<file path="src/rtl/ls_commit_queue_pkg.sv">
// Shared definitions for the load/store commit queue: default sizes,
// commit FSM encoding and the per-entry payload layout.
package ls_commit_queue_pkg;

  localparam int LSQ_ENTRIES_DEF = 16;
  localparam int LSQ_LEN_UID     = 8;
  localparam int LSQ_ADDR_W      = 32;
  localparam int LSQ_DATA_W      = 32;

  typedef enum logic [1:0] {
    LSQ_IDLE  = 2'd0,
    LSQ_ISSUE = 2'd1,
    LSQ_WAIT  = 2'd2
  } lsq_state_e;

  // UID is kept outside the struct because its width is a module parameter.
  typedef struct packed {
    logic                  valid;
    logic                  is_store;
    logic                  resolved;
    logic [LSQ_ADDR_W-1:0] addr;
    logic [LSQ_DATA_W-1:0] data;
  } lsq_entry_t;

  typedef struct packed {
    logic                  req;
    logic                  write;
    logic [LSQ_ADDR_W-1:0] addr;
    logic [LSQ_DATA_W-1:0] wdata;
  } lsq_mem_req_t;

endpackage

</file>
<file path="src/rtl/ls_commit_queue_if.sv">
// Core/memory-facing signal bundle of the commit queue. The queue itself
// uses the slave view; the surrounding core and memory use the master view.
interface ls_commit_queue_if #(
  parameter int LEN_UID = ls_commit_queue_pkg::LSQ_LEN_UID
);
  import ls_commit_queue_pkg::*;

  logic                  LS_NQ_IN;
  logic                  LS_IsStore_IN;
  logic [LEN_UID-1:0]    LS_UID_IN;
  logic                  AGU_Valid_IN;
  logic [LEN_UID-1:0]    AGU_UID_IN;
  logic [LSQ_ADDR_W-1:0] AGU_Addr_IN;
  logic [LSQ_DATA_W-1:0] AGU_Data_IN;
  logic                  LS_Retire_IN;
  logic                  LS_Retire_Ready_OUT;
  logic                  Recover_IN;
  logic                  LSQ_full_OUT;
  logic                  LSQ_empty_OUT;
  logic                  MEM_Req_OUT;
  logic                  MEM_Write_OUT;
  logic [LSQ_ADDR_W-1:0] MEM_Addr_OUT;
  logic [LSQ_DATA_W-1:0] MEM_WData_OUT;
  logic                  MEM_Ack_IN;
  logic [LSQ_DATA_W-1:0] MEM_RData_IN;
  logic                  LoadDone_OUT;
  logic [LEN_UID-1:0]    LoadUID_OUT;
  logic [LSQ_DATA_W-1:0] LoadData_OUT;

  modport slave (
    input  LS_NQ_IN, LS_IsStore_IN, LS_UID_IN,
    input  AGU_Valid_IN, AGU_UID_IN, AGU_Addr_IN, AGU_Data_IN,
    input  LS_Retire_IN, Recover_IN, MEM_Ack_IN, MEM_RData_IN,
    output LS_Retire_Ready_OUT, LSQ_full_OUT, LSQ_empty_OUT,
    output MEM_Req_OUT, MEM_Write_OUT, MEM_Addr_OUT, MEM_WData_OUT,
    output LoadDone_OUT, LoadUID_OUT, LoadData_OUT
  );

  modport master (
    output LS_NQ_IN, LS_IsStore_IN, LS_UID_IN,
    output AGU_Valid_IN, AGU_UID_IN, AGU_Addr_IN, AGU_Data_IN,
    output LS_Retire_IN, Recover_IN, MEM_Ack_IN, MEM_RData_IN,
    input  LS_Retire_Ready_OUT, LSQ_full_OUT, LSQ_empty_OUT,
    input  MEM_Req_OUT, MEM_Write_OUT, MEM_Addr_OUT, MEM_WData_OUT,
    input  LoadDone_OUT, LoadUID_OUT, LoadData_OUT
  );

endinterface

</file>
<file path="src/rtl/ls_commit_queue_cam.sv">
// lsq_cam: UID match across all queue entries for AGU resolution.
// UID 0 is reserved as "no instruction" and never matches.
module lsq_cam
  import ls_commit_queue_pkg::*;
#(
  parameter int ENTRIES = LSQ_ENTRIES_DEF,
  parameter int LEN_UID = LSQ_LEN_UID
) (
  input  logic [ENTRIES-1:0] valid_i,
  input  logic [LEN_UID-1:0] uid_i [ENTRIES],
  input  logic               lookup_valid_i,
  input  logic [LEN_UID-1:0] lookup_uid_i,
  output logic [ENTRIES-1:0] hit_o
);

  always_comb begin
    hit_o = '0;
    for (int i = 0; i < ENTRIES; i++) begin
      hit_o[i] = lookup_valid_i && (lookup_uid_i != '0) && valid_i[i] &&
                 (uid_i[i] == lookup_uid_i);
    end
  end

endmodule

</file>
<file path="src/rtl/ls_commit_queue.sv">
// In-order load/store commit queue: ops enqueue in program order, get their
// address/data from the AGU, and are sent to memory one at a time on retire.
module ls_commit_queue
  import ls_commit_queue_pkg::*;
#(
  parameter int LSQ_ENTRIES = LSQ_ENTRIES_DEF,
  parameter int LEN_UID     = LSQ_LEN_UID
) (
  input  logic             CLK,
  input  logic             RESET,
  ls_commit_queue_if.slave bus
);

  localparam int PW = $clog2(LSQ_ENTRIES);

  lsq_state_e         state_q;
  logic [PW-1:0]      head_q, head_d;
  logic [PW-1:0]      tail_q, tail_d;
  logic [PW-1:0]      head_inc, tail_inc;
  lsq_entry_t         ent_q [LSQ_ENTRIES];
  logic [LEN_UID-1:0] uid_q [LSQ_ENTRIES];
  lsq_mem_req_t       mem_q;
  logic               load_done_q;
  logic [LEN_UID-1:0] load_uid_q;
  logic [31:0]        load_data_q;

  logic               empty, full, ready;
  logic               commit, enq, deq;
  logic [LSQ_ENTRIES-1:0] valid_vec;
  logic [LSQ_ENTRIES-1:0] cam_hit;

  assign head_inc = head_q + PW'(1);
  assign tail_inc = tail_q + PW'(1);
  assign empty    = (head_q == tail_q);
  assign full     = (tail_inc == head_q);

  // Readiness looks only at registered state, so an AGU write to the head in
  // the retire cycle cannot make that same retire succeed.
  assign ready  = (state_q == LSQ_IDLE) && !empty &&
                  ent_q[head_q].valid && ent_q[head_q].resolved;
  assign commit = bus.LS_Retire_IN && ready && !bus.Recover_IN;
  assign enq    = bus.LS_NQ_IN && !full && !bus.Recover_IN;
  assign deq    = (state_q == LSQ_WAIT) && bus.MEM_Ack_IN;

  always_comb begin
    for (int i = 0; i < LSQ_ENTRIES; i++) begin
      valid_vec[i] = ent_q[i].valid;
    end
  end

  lsq_cam #(
    .ENTRIES (LSQ_ENTRIES),
    .LEN_UID (LEN_UID)
  ) u_cam (
    .valid_i        (valid_vec),
    .uid_i          (uid_q),
    .lookup_valid_i (bus.AGU_Valid_IN),
    .lookup_uid_i   (bus.AGU_UID_IN),
    .hit_o          (cam_hit)
  );

  // A flush keeps only the op already handed to memory, if there is one.
  always_comb begin
    head_d = deq ? head_inc : head_q;
    tail_d = tail_q;
    if (bus.Recover_IN) begin
      tail_d = (state_q == LSQ_IDLE) ? head_q : head_inc;
    end else if (enq) begin
      tail_d = tail_inc;
    end
  end

  always_ff @(posedge CLK or negedge RESET) begin
    if (!RESET) begin
      for (int i = 0; i < LSQ_ENTRIES; i++) begin
        ent_q[i] <= '0;
        uid_q[i] <= '0;
      end
    end else begin
      for (int i = 0; i < LSQ_ENTRIES; i++) begin
        if (cam_hit[i]) begin
          ent_q[i].addr     <= bus.AGU_Addr_IN;
          ent_q[i].data     <= bus.AGU_Data_IN;
          ent_q[i].resolved <= 1'b1;
        end
        if (bus.Recover_IN && !((state_q != LSQ_IDLE) && (PW'(i) == head_q))) begin
          ent_q[i].valid <= 1'b0;
        end
      end
      if (enq) begin
        ent_q[tail_q] <= '{valid: 1'b1, is_store: bus.LS_IsStore_IN,
                           resolved: 1'b0, addr: '0, data: '0};
        uid_q[tail_q] <= bus.LS_UID_IN;
      end
      if (deq) begin
        ent_q[head_q].valid <= 1'b0;
      end
    end
  end

  // Commit FSM; memory request fields are latched at commit and stay
  // frozen through ISSUE and WAIT.
  always_ff @(posedge CLK or negedge RESET) begin
    if (!RESET) begin
      state_q     <= LSQ_IDLE;
      head_q      <= '0;
      tail_q      <= '0;
      mem_q       <= '0;
      load_done_q <= 1'b0;
      load_uid_q  <= '0;
      load_data_q <= '0;
    end else begin
      head_q      <= head_d;
      tail_q      <= tail_d;
      load_done_q <= 1'b0;
      case (state_q)
        LSQ_IDLE: begin
          if (commit) begin
            state_q     <= LSQ_ISSUE;
            mem_q.req   <= 1'b1;
            mem_q.write <= ent_q[head_q].is_store;
            mem_q.addr  <= ent_q[head_q].addr;
            mem_q.wdata <= ent_q[head_q].data;
          end
        end
        LSQ_ISSUE: begin
          state_q <= LSQ_WAIT;
        end
        LSQ_WAIT: begin
          if (bus.MEM_Ack_IN) begin
            state_q     <= LSQ_IDLE;
            mem_q.req   <= 1'b0;
            mem_q.write <= 1'b0;
            if (!ent_q[head_q].is_store) begin
              load_done_q <= 1'b1;
              load_uid_q  <= uid_q[head_q];
              load_data_q <= bus.MEM_RData_IN;
            end
          end
        end
        default: begin
          state_q <= LSQ_IDLE;
        end
      endcase
    end
  end

  assign bus.LS_Retire_Ready_OUT = ready;
  assign bus.LSQ_full_OUT        = full;
  assign bus.LSQ_empty_OUT       = empty;
  assign bus.MEM_Req_OUT         = mem_q.req;
  assign bus.MEM_Write_OUT       = mem_q.write;
  assign bus.MEM_Addr_OUT        = mem_q.addr;
  assign bus.MEM_WData_OUT       = mem_q.wdata;
  assign bus.LoadDone_OUT        = load_done_q;
  assign bus.LoadUID_OUT         = load_uid_q;
  assign bus.LoadData_OUT        = load_data_q;

endmodule

</file>
<file path="src/flat_wrapper.sv">
// flat-port wrapper written by rule: the top's interface ports become plain ports
module ls_commit_queue_flat import ls_commit_queue_pkg::*;
#(
  parameter int LSQ_ENTRIES = LSQ_ENTRIES_DEF,
  parameter int LEN_UID     = LSQ_LEN_UID
)
  (CLK, RESET, bus_LS_NQ_IN, bus_LS_IsStore_IN, bus_LS_UID_IN, bus_AGU_Valid_IN, bus_AGU_UID_IN, bus_AGU_Addr_IN, bus_AGU_Data_IN, bus_LS_Retire_IN, bus_Recover_IN, bus_MEM_Ack_IN, bus_MEM_RData_IN, bus_LS_Retire_Ready_OUT, bus_LSQ_full_OUT, bus_LSQ_empty_OUT, bus_MEM_Req_OUT, bus_MEM_Write_OUT, bus_MEM_Addr_OUT, bus_MEM_WData_OUT, bus_LoadDone_OUT, bus_LoadUID_OUT, bus_LoadData_OUT);
  ls_commit_queue_if #(.LEN_UID(LEN_UID)) bus_i ();
  input  logic CLK;
  input  logic RESET;
  input wire logic [$bits(bus_i.LS_NQ_IN)-1:0] bus_LS_NQ_IN;
  input wire logic [$bits(bus_i.LS_IsStore_IN)-1:0] bus_LS_IsStore_IN;
  input wire logic [$bits(bus_i.LS_UID_IN)-1:0] bus_LS_UID_IN;
  input wire logic [$bits(bus_i.AGU_Valid_IN)-1:0] bus_AGU_Valid_IN;
  input wire logic [$bits(bus_i.AGU_UID_IN)-1:0] bus_AGU_UID_IN;
  input wire logic [$bits(bus_i.AGU_Addr_IN)-1:0] bus_AGU_Addr_IN;
  input wire logic [$bits(bus_i.AGU_Data_IN)-1:0] bus_AGU_Data_IN;
  input wire logic [$bits(bus_i.LS_Retire_IN)-1:0] bus_LS_Retire_IN;
  input wire logic [$bits(bus_i.Recover_IN)-1:0] bus_Recover_IN;
  input wire logic [$bits(bus_i.MEM_Ack_IN)-1:0] bus_MEM_Ack_IN;
  input wire logic [$bits(bus_i.MEM_RData_IN)-1:0] bus_MEM_RData_IN;
  output wire logic [$bits(bus_i.LS_Retire_Ready_OUT)-1:0] bus_LS_Retire_Ready_OUT;
  output wire logic [$bits(bus_i.LSQ_full_OUT)-1:0] bus_LSQ_full_OUT;
  output wire logic [$bits(bus_i.LSQ_empty_OUT)-1:0] bus_LSQ_empty_OUT;
  output wire logic [$bits(bus_i.MEM_Req_OUT)-1:0] bus_MEM_Req_OUT;
  output wire logic [$bits(bus_i.MEM_Write_OUT)-1:0] bus_MEM_Write_OUT;
  output wire logic [$bits(bus_i.MEM_Addr_OUT)-1:0] bus_MEM_Addr_OUT;
  output wire logic [$bits(bus_i.MEM_WData_OUT)-1:0] bus_MEM_WData_OUT;
  output wire logic [$bits(bus_i.LoadDone_OUT)-1:0] bus_LoadDone_OUT;
  output wire logic [$bits(bus_i.LoadUID_OUT)-1:0] bus_LoadUID_OUT;
  output wire logic [$bits(bus_i.LoadData_OUT)-1:0] bus_LoadData_OUT;
  assign bus_i.LS_NQ_IN = bus_LS_NQ_IN;
  assign bus_i.LS_IsStore_IN = bus_LS_IsStore_IN;
  assign bus_i.LS_UID_IN = bus_LS_UID_IN;
  assign bus_i.AGU_Valid_IN = bus_AGU_Valid_IN;
  assign bus_i.AGU_UID_IN = bus_AGU_UID_IN;
  assign bus_i.AGU_Addr_IN = bus_AGU_Addr_IN;
  assign bus_i.AGU_Data_IN = bus_AGU_Data_IN;
  assign bus_i.LS_Retire_IN = bus_LS_Retire_IN;
  assign bus_i.Recover_IN = bus_Recover_IN;
  assign bus_i.MEM_Ack_IN = bus_MEM_Ack_IN;
  assign bus_i.MEM_RData_IN = bus_MEM_RData_IN;
  assign bus_LS_Retire_Ready_OUT = bus_i.LS_Retire_Ready_OUT;
  assign bus_LSQ_full_OUT = bus_i.LSQ_full_OUT;
  assign bus_LSQ_empty_OUT = bus_i.LSQ_empty_OUT;
  assign bus_MEM_Req_OUT = bus_i.MEM_Req_OUT;
  assign bus_MEM_Write_OUT = bus_i.MEM_Write_OUT;
  assign bus_MEM_Addr_OUT = bus_i.MEM_Addr_OUT;
  assign bus_MEM_WData_OUT = bus_i.MEM_WData_OUT;
  assign bus_LoadDone_OUT = bus_i.LoadDone_OUT;
  assign bus_LoadUID_OUT = bus_i.LoadUID_OUT;
  assign bus_LoadData_OUT = bus_i.LoadData_OUT;
  ls_commit_queue #(.LSQ_ENTRIES(LSQ_ENTRIES), .LEN_UID(LEN_UID)) u_core (.CLK(CLK), .RESET(RESET), .bus(bus_i));
endmodule
</file>
<file path="config.mk">
export PLATFORM = sky130hd
export DESIGN_NAME = ls_commit_queue_flat
export DESIGN_NICKNAME = d
export VERILOG_FILES = /design/src/rtl/ls_commit_queue_pkg.sv /design/src/rtl/ls_commit_queue_if.sv /design/src/rtl/ls_commit_queue_cam.sv /design/src/rtl/ls_commit_queue.sv /design/src/flat_wrapper.sv
export SDC_FILE = /design/constraint.sdc
export NUM_CORES = 2
export LEC_CHECK = 0
export CAP_MARGIN = 0
export CORE_ASPECT_RATIO = 1.2
export CORE_MARGIN = 1
export CORE_UTILIZATION = 55
export DETAILED_ROUTE_END_ITERATION = 10
export PLACE_DENSITY = 0.73
export SYNTH_ARGS = -nofsm -noshare
export SYNTH_HDL_FRONTEND = slang
export SYNTH_SLANG_ARGS = --single-unit
</file>
<file path="constraint.sdc">
create_clock -name CLK -period 3.3 [get_ports CLK]
set_input_delay 0.33 -clock CLK [delete_from_list [all_inputs] [get_ports CLK]]
set_output_delay 0.33 -clock CLK [all_outputs]
set_load 0.03 [all_outputs]
</file>
* Word-level counts from Yosys, hierarchy flattened
Cells that the tools add are included.
Storage, ports and cells: output and inout bits 110, flip-flop bits (word level) 1317, memory bits (read-only) 0, bits in writable memories 0, memories 0, logic and storage cells 316, latch bits 0
Cells by class: muxes and demuxes 60, add/subtract/negate cells 2, reductions and logical operators 104, shift operators 0, bitwise operators 3, multiply operators 0, divide/modulo/power cells 0, equal/unequal tests 37, magnitude comparators 4
Operator list (number):
- $bwmux W1072 | 2
- $mux W1072 | 2
- $mux W65 | 16
- $demux W67 S4 | 2
- $bmux W67 S4 | 1
- $mux W67 | 4
- $bwmux W128 | 1
- $eq A8 B8 Y1 | 16
- $logic_and A1 B1 Y1 | 75
- $mux W66 | 1
- $bmux W8 S4 | 1
- $demux W8 S4 | 1
- $eq A4 B4 Y1 const A | 8
- $mux W8 | 3
- $logic_not A1 Y1 | 19
- $mux W1 | 19
- $eq A3 B4 Y1 const A | 4
- $mux W4 | 3
- $ge A5 B5 Y1 const B | 2
- $lt A5 B1 Y1 const B | 2
- $not A4 Y5 | 2
- $add A4 B1 Y4 const B | 2
- $eq A2 B4 Y1 const A | 2
- $eq A4 B4 Y1 | 2
- other kinds (15) | 20

* Depth between registers and ports, before layout
depth after elaboration 10, mapped depth 11

* Modules after synthesis
From an unflattened synthesis, not the netlist that was laid out.
Second synthesis, totals: cell total of the unflattened synthesis 4854, area, all modules 63108.0 um^2
Modules (own cells, without submodules):
- ls_commit_queue | seq. area each 32956.6 um^2, cells an instance 4642, instances 1, area an instance 61505.2 um^2
- lsq_cam | seq. area each 0.0 um^2, cells an instance 212, instances 1, area an instance 1602.8 um^2

* Worst setup path before layout
No wires, ideal clock.
path kind flip-flop to flip-flop, start register u_core.head_q[0], end register u_core.mem_q (netlist bit u_core.bus.MEM_WData_OUT[10]), slack 0.383 ns, stages on the path, launching flop included 9, clock period less this slack 2.917 ns, arrival 2.792 ns, required time 3.175 ns, path through dfrtp_1 > buf_2 > xor2_1 > nor4_1 > or4b_4 > a211oi_4 > buf_6 > buf_8 > mux2_4
On the way: elaborated cells between the ends (all ways) 12, those cells by class eq/ne: 1; mux: 3; bitwise: 1; reduce/logical: 7
RTL lines:
- start: declaration | RTL line ls_commit_queue.sv:17 | logic [PW-1:0] head_q, head_d;
- start signal: assignment | RTL line ls_commit_queue.sv:106 | head_q <= '0;
- start signal: assignment | RTL line ls_commit_queue.sv:113 | head_q <= head_d;
- $eq A4 B4 Y1 | RTL line ls_commit_queue.sv:34 | assign empty = (head_q == tail_q);
- named net bus_LSQ_empty_OUT | RTL line flat_wrapper.sv:24 | output wire logic [$bits(bus_i.LSQ_empty_OUT)-1:0] bus_LSQ_empty_OUT;
- $logic_not A1 Y1 | RTL line ls_commit_queue.sv:39 | assign ready = (state_q == LSQ_IDLE) && !empty &&
- $logic_and A1 B1 Y1 (2 in a row) | RTL line ls_commit_queue.sv:39
- $logic_and A1 B1 Y1 | RTL line ls_commit_queue.sv:40 | ent_q[head_q].valid && ent_q[head_q].resolved;
- $logic_and A1 B1 Y1 (2 in a row) | RTL line ls_commit_queue.sv:41 | assign commit = bus.LS_Retire_IN && ready && !bus.Recover_IN;
- $reduce_and A2 Y1 (no source line)
- end: declaration | RTL line ls_commit_queue.sv:22 | lsq_mem_req_t mem_q;
The timed path passes the listed nets, and every way through them passes these cells. The select of a mux whose other input is x is not followed. A chain may end at the register's enable or synchronous reset.

* Worst setup path in the final report
start register u_core.head_q[1], end output port bus_LS_Retire_Ready_OUT
On the way: word-level cells in the longest chain between the ends 6, elaborated cells between the ends (all ways) 9, those cells by class eq/ne: 1; mux: 3; bitwise: 1; reduce/logical: 4
Ends and longest elaborated chain:
- $not A4 Y5 (not written as such) | RTL line ls_commit_queue.sv:40
- $bmux W67 S4 | RTL line ls_commit_queue.sv:40
- $mux W67 (not written as such) (2 in a row) | RTL line ls_commit_queue.sv:40
- $logic_and A1 B1 Y1 | RTL line ls_commit_queue.sv:39
- $logic_and A1 B1 Y1 (*) | RTL line ls_commit_queue.sv:40
- end: declaration | RTL line flat_wrapper.sv:22 | output wire logic [$bits(bus_i.LS_Retire_Ready_OUT)-1:0] bus_LS_Retire_Ready_OUT;
Mark *: on every way between the ends. The rest lies on a longest branch, timed or not. The select of a mux whose other input is x is not followed.

==> impl_metrics.csv <==
group,metric,value,unit
cts,root_buffer,"clkbuf_16",
placement,gp_congestion,0.908,
setup_path,cpMostUsedCell,"buf_4",
cells_and_area,final_common_cell,"nand2_1",
routing,vias_per_cell,6.48,
cells_and_area,final_cell_mix,"nand2_1 (1717), dfrtp_1 (1313), a21oi_1 (838), mux4_2 (366), nor2_1 (229)",
cells_and_area,fin_nets,5956,
setup_path,worst_setup_path_start_kind,"register",
cts,clkTransAtPathRegs,0.06,ns
setup_path,reg2reg_depth,7,
cells_and_area,layout.cells.non_filler,7443,
timing,finalHoldViolations,0,
setup_path,crit_path_end_kind,"primary output",
setup_path,slowest_delay,0.66,ns
cts,clk_latency,0.79,ns
synthesis,synth_fa_ha_area_frac,0.00158,
cells_and_area,multiInputGateArea,27600,µm²
power_and_ir_drop,p_int,30.9,mW
synthesis,synth_area,63300,µm²
power_and_ir_drop,seq_power_share,0.407,
cts,cts_setup_buffers,0,
synthesis,yosys.area_share.xor_xnor,0.0203,
floorplanning,design.core.area,114000,µm²
routing,wl,202,mm
setup_path,critPathMaxFanout,14,
routing,drt-initial-drc-count,6130,
power_and_ir_drop,pwr-share-clk,0.345,
global_routing,antenna_found_initial,13,
synthesis,synth-simple-area-share,0.129,
cells_and_area,syn_to_final_growth,13.7,%
synthesis,synthTopCellsByArea,"dfrtp_1 (52%), mux4_2 (13%), nand2_1 (10%)",
power_and_ir_drop,leakagePower,30.5,nW
hold_path,hold_start,"bus_MEM_RData_IN[23]",
floorplanning,dieWidth,312,µm
floorplanning,start_util,0.557,
timing,worst_slew_pin_slew,0.983,ns
power_and_ir_drop,p_switching,14.0,mW
synthesis,synth_compound_area_frac,0.0723,
setup_path,r2r_start,"u_core.head_q[0]$_DFFE_PN0P_",
floorplanning,rows,135,
timing,max_freq,311,MHz
synthesis,synth_top_family_by_area,"multiplexers",
cells_and_area,fill_cells,8672,
routing,ant_nets,0,
power_and_ir_drop,pwr-share-comb,0.248,
power_and_ir_drop,max-vdd-ir-drop,0.675,mV
hold_path,whs_path_depth,2,
setup_path,regToRegSetupSlack,0.26,ns
power_and_ir_drop,p_total,44.9,mW
synthesis,yosysSeqAreaShare,0.521,
cts,clk_path_buf_depth,3,
synthesis,synthDominantCellAreaShare,0.521,
hold_path,hold_path.class,"in2reg",
synthesis,syn-instance-count,5873,
setup_path,slowest_stage,"dfrtp_4",
outcome,status,"completed",
synthesis,async_reset_ff_frac,1.00,
setup_path,worstReg2RegEnd,"u_core.bus.MEM_Addr_OUT[17]$_DFFE_PN0P_",
global_routing,gr-total-overflow,0,
synthesis,yosysWarnings,0,
global_routing,grt_max_degree,130,
setup_path,cp.required,2.97,ns
global_routing,grt_pass1_vias,49700,
timing,setup_viol_count_final,0,
setup_path,critPathLaunch,"u_core.head_q[1]$_DFFE_PN0P_",
placement,portBuffers,229,
setup_path,crit_path_cell_trace,"buf_4, mux2i_1, a22oi_1, nand4_1, a211oi_1, buf_4, buf_12",
timing,finalCritPeriodShare,0.973,
synthesis,synth.largest_area_cell,"dfrtp_1",
flow_run,cap_violations,0,
timing,period_needed,3.21,ns
timing,rsz0062_at_grt,"false",
synthesis,synth_seq_cells,1317,
timing,fin_ws,0.0888,ns
routing,wire_per_inst,27.1,µm
synthesis,synth-edff-count,0,
routing,drc_errors,0,
cts,cts.sink_count,1317,
placement,pre_cts_slack,0.289,ns
routing,num_vias,48200,
timing,setup_tns,0,ns
synthesis,ys_types,47,
global_routing,grt_first_pass_wirelength,307,mm
synthesis,synth_ff_type,"dfrtp_1",
synthesis,synth_mux_area_frac,0.208,
power_and_ir_drop,p_sw_frac,0.311,
cells_and_area,register_area,33000,µm²
setup_path,critical_path.endpoint,"bus_LS_Retire_Ready_OUT",
floorplanning,die_area,116000,µm²
placement,hpwl,116,mm
timing,slew_headroom,0.345,
cts,cts_buffers,133,
setup_path,arrival,2.88,ns
placement,dp.cells,7199,
synthesis,syn_nets,6001,
cts,htreeDepth,4,
power_and_ir_drop,powerDensity,624,nW/µm²
synthesis,avgSynthCellArea,10.8,µm²
floorplanning,die_h,374,µm
setup_path,critical_path_class,"reg2out",
global_routing,grtUsageTotal,0.350,
cts,tritoncts,"yes",
floorplanning,top_level_ports,230,
routing,dr.pass1.iters,8,
timing,final.setup_skew,0.0309,ns
cells_and_area,drive_above_1_share,0.175,
timing,slew_viol_final,0,
cells_and_area,utilization,0.634,
-- flip-flops by register name, indices dropped and copies added (netlist names) --
register	flops
u_core.ent_q	1072
u_core.uid_q	128
u_core.bus.LoadData_OUT	32
u_core.bus.MEM_Addr_OUT	32
u_core.bus.MEM_WData_OUT	32
u_core.bus.LoadUID_OUT	8
u_core.head_q	4
u_core.tail_q	4
u_core.state_q	2
u_core.bus.LoadDone_OUT	1
u_core.bus.MEM_Req_OUT	1
u_core.bus.MEM_Write_OUT	1
-- worst max-delay path, delay by kind of cell (launching register included) --
kind,cells,cell delay (ns)
multiplexers,1,0.10
flip-flops,1,0.66
AND/OR/NAND/NOR,1,0.21
AO/OA/AOI/OAI,2,0.52
buffers and inverters,3,0.62
-- cell usage after synthesis (10+ instances only) --
library cell,number
nand2_1,1717
buf_1,60
mux2i_1,205
buf_4,62
dfrtp_1,1317
mux2_2,187
nor2b_1,10
mux2_4,27
nand3_1,47
mux2_1,34
o21ai_0,22
nand4_1,20
a21oi_1,838
or4_1,15
nor4_1,16
clkbuf_1,148
xnor2_1,138
and3_1,10
mux4_2,366
buf_2,318
nor2_1,229
-- layer usage --
metal / GRT usage / vias to the layer above / routed length [µm]
met5: 0 / - / 70
met4: 0.188 / 12 / 11900
met3: 0.0775 / 776 / 20700
met2: 0.555 / 3090 / 96000
met1: 0.451 / 24500 / 73000
li1: - / 19800 / -
-- cell families after synthesis --
group,count (synthesis)
compound gates,893
simple gates,2086
xor+xnor,144
flops,1317
buf+inv,606
fa+ha+maj,8
mux,819
-- how the worst min path moves through the flow --
stage	slack, ns	to
4_1_cts	0.10	u_core.bus.LoadData_OUT[23]$_DFFE_PN0P_
3_3_place_gp	0.39	u_core.bus.LoadData_OUT[31]$_DFFE_PN0P_
3_5_place_dp	0.40	u_core.bus.LoadData_OUT[17]$_DFFE_PN0P_
2_1_floorplan	0.03	u_core.bus.LoadData_OUT[0]$_DFFE_PN0P_
5_1_grt	0.13	u_core.bus.LoadData_OUT[23]$_DFFE_PN0P_
6_report	0.15	u_core.bus.LoadData_OUT[23]$_DFFE_PN0P_
-- per-stage QoR --
step / instance area [µm²] / hold slack (ns)
6_report: 71900 / 0.147
5_1_grt: 71900 / 0.135
4_1_cts: 71900 / 0.104
3_5_place_dp: 67500 / 0.401
3_3_place_gp: 67500 / 0.393
2_1_floorplan: 63300 / 0.0344
-- area by class of cell --
cell class | instances | share of cell area
sequential | 1317 | 0.458
clock inverter | 48 | 0.00798
clock buffer | 189 | 0.0533
inverter | 8 | 0.000417
antenna | 6 | 0.000209
multi-input combinational | 3950 | 0.383
tap | 1507 | 0.0262
timing repair buffer | 418 | 0.0703
-- power by group through the flow --
stage          combinational (mW)  clock [mW]  sequential (mW)
2_1_floorplan                7.15           0             18.6
3_3_place_gp                 11.0           0             18.5
3_5_place_dp                 11.0           0             18.5
4_1_cts                      11.1        15.6             18.2
5_1_grt                      11.7        16.2             18.4
6_report                     11.1        15.5             18.3
-- repair_timing --
| action | 4_1_cts | 5_1_grt |
|---|---|---|
| endpoints found under the hold margin | 93 | 0 |
| hold buffers | 1 | 0 |
| gates resized for setup | 2 | 3 |
| endpoints found under the setup margin | 2 | 1 |
(Power assumes the default switching activity.)
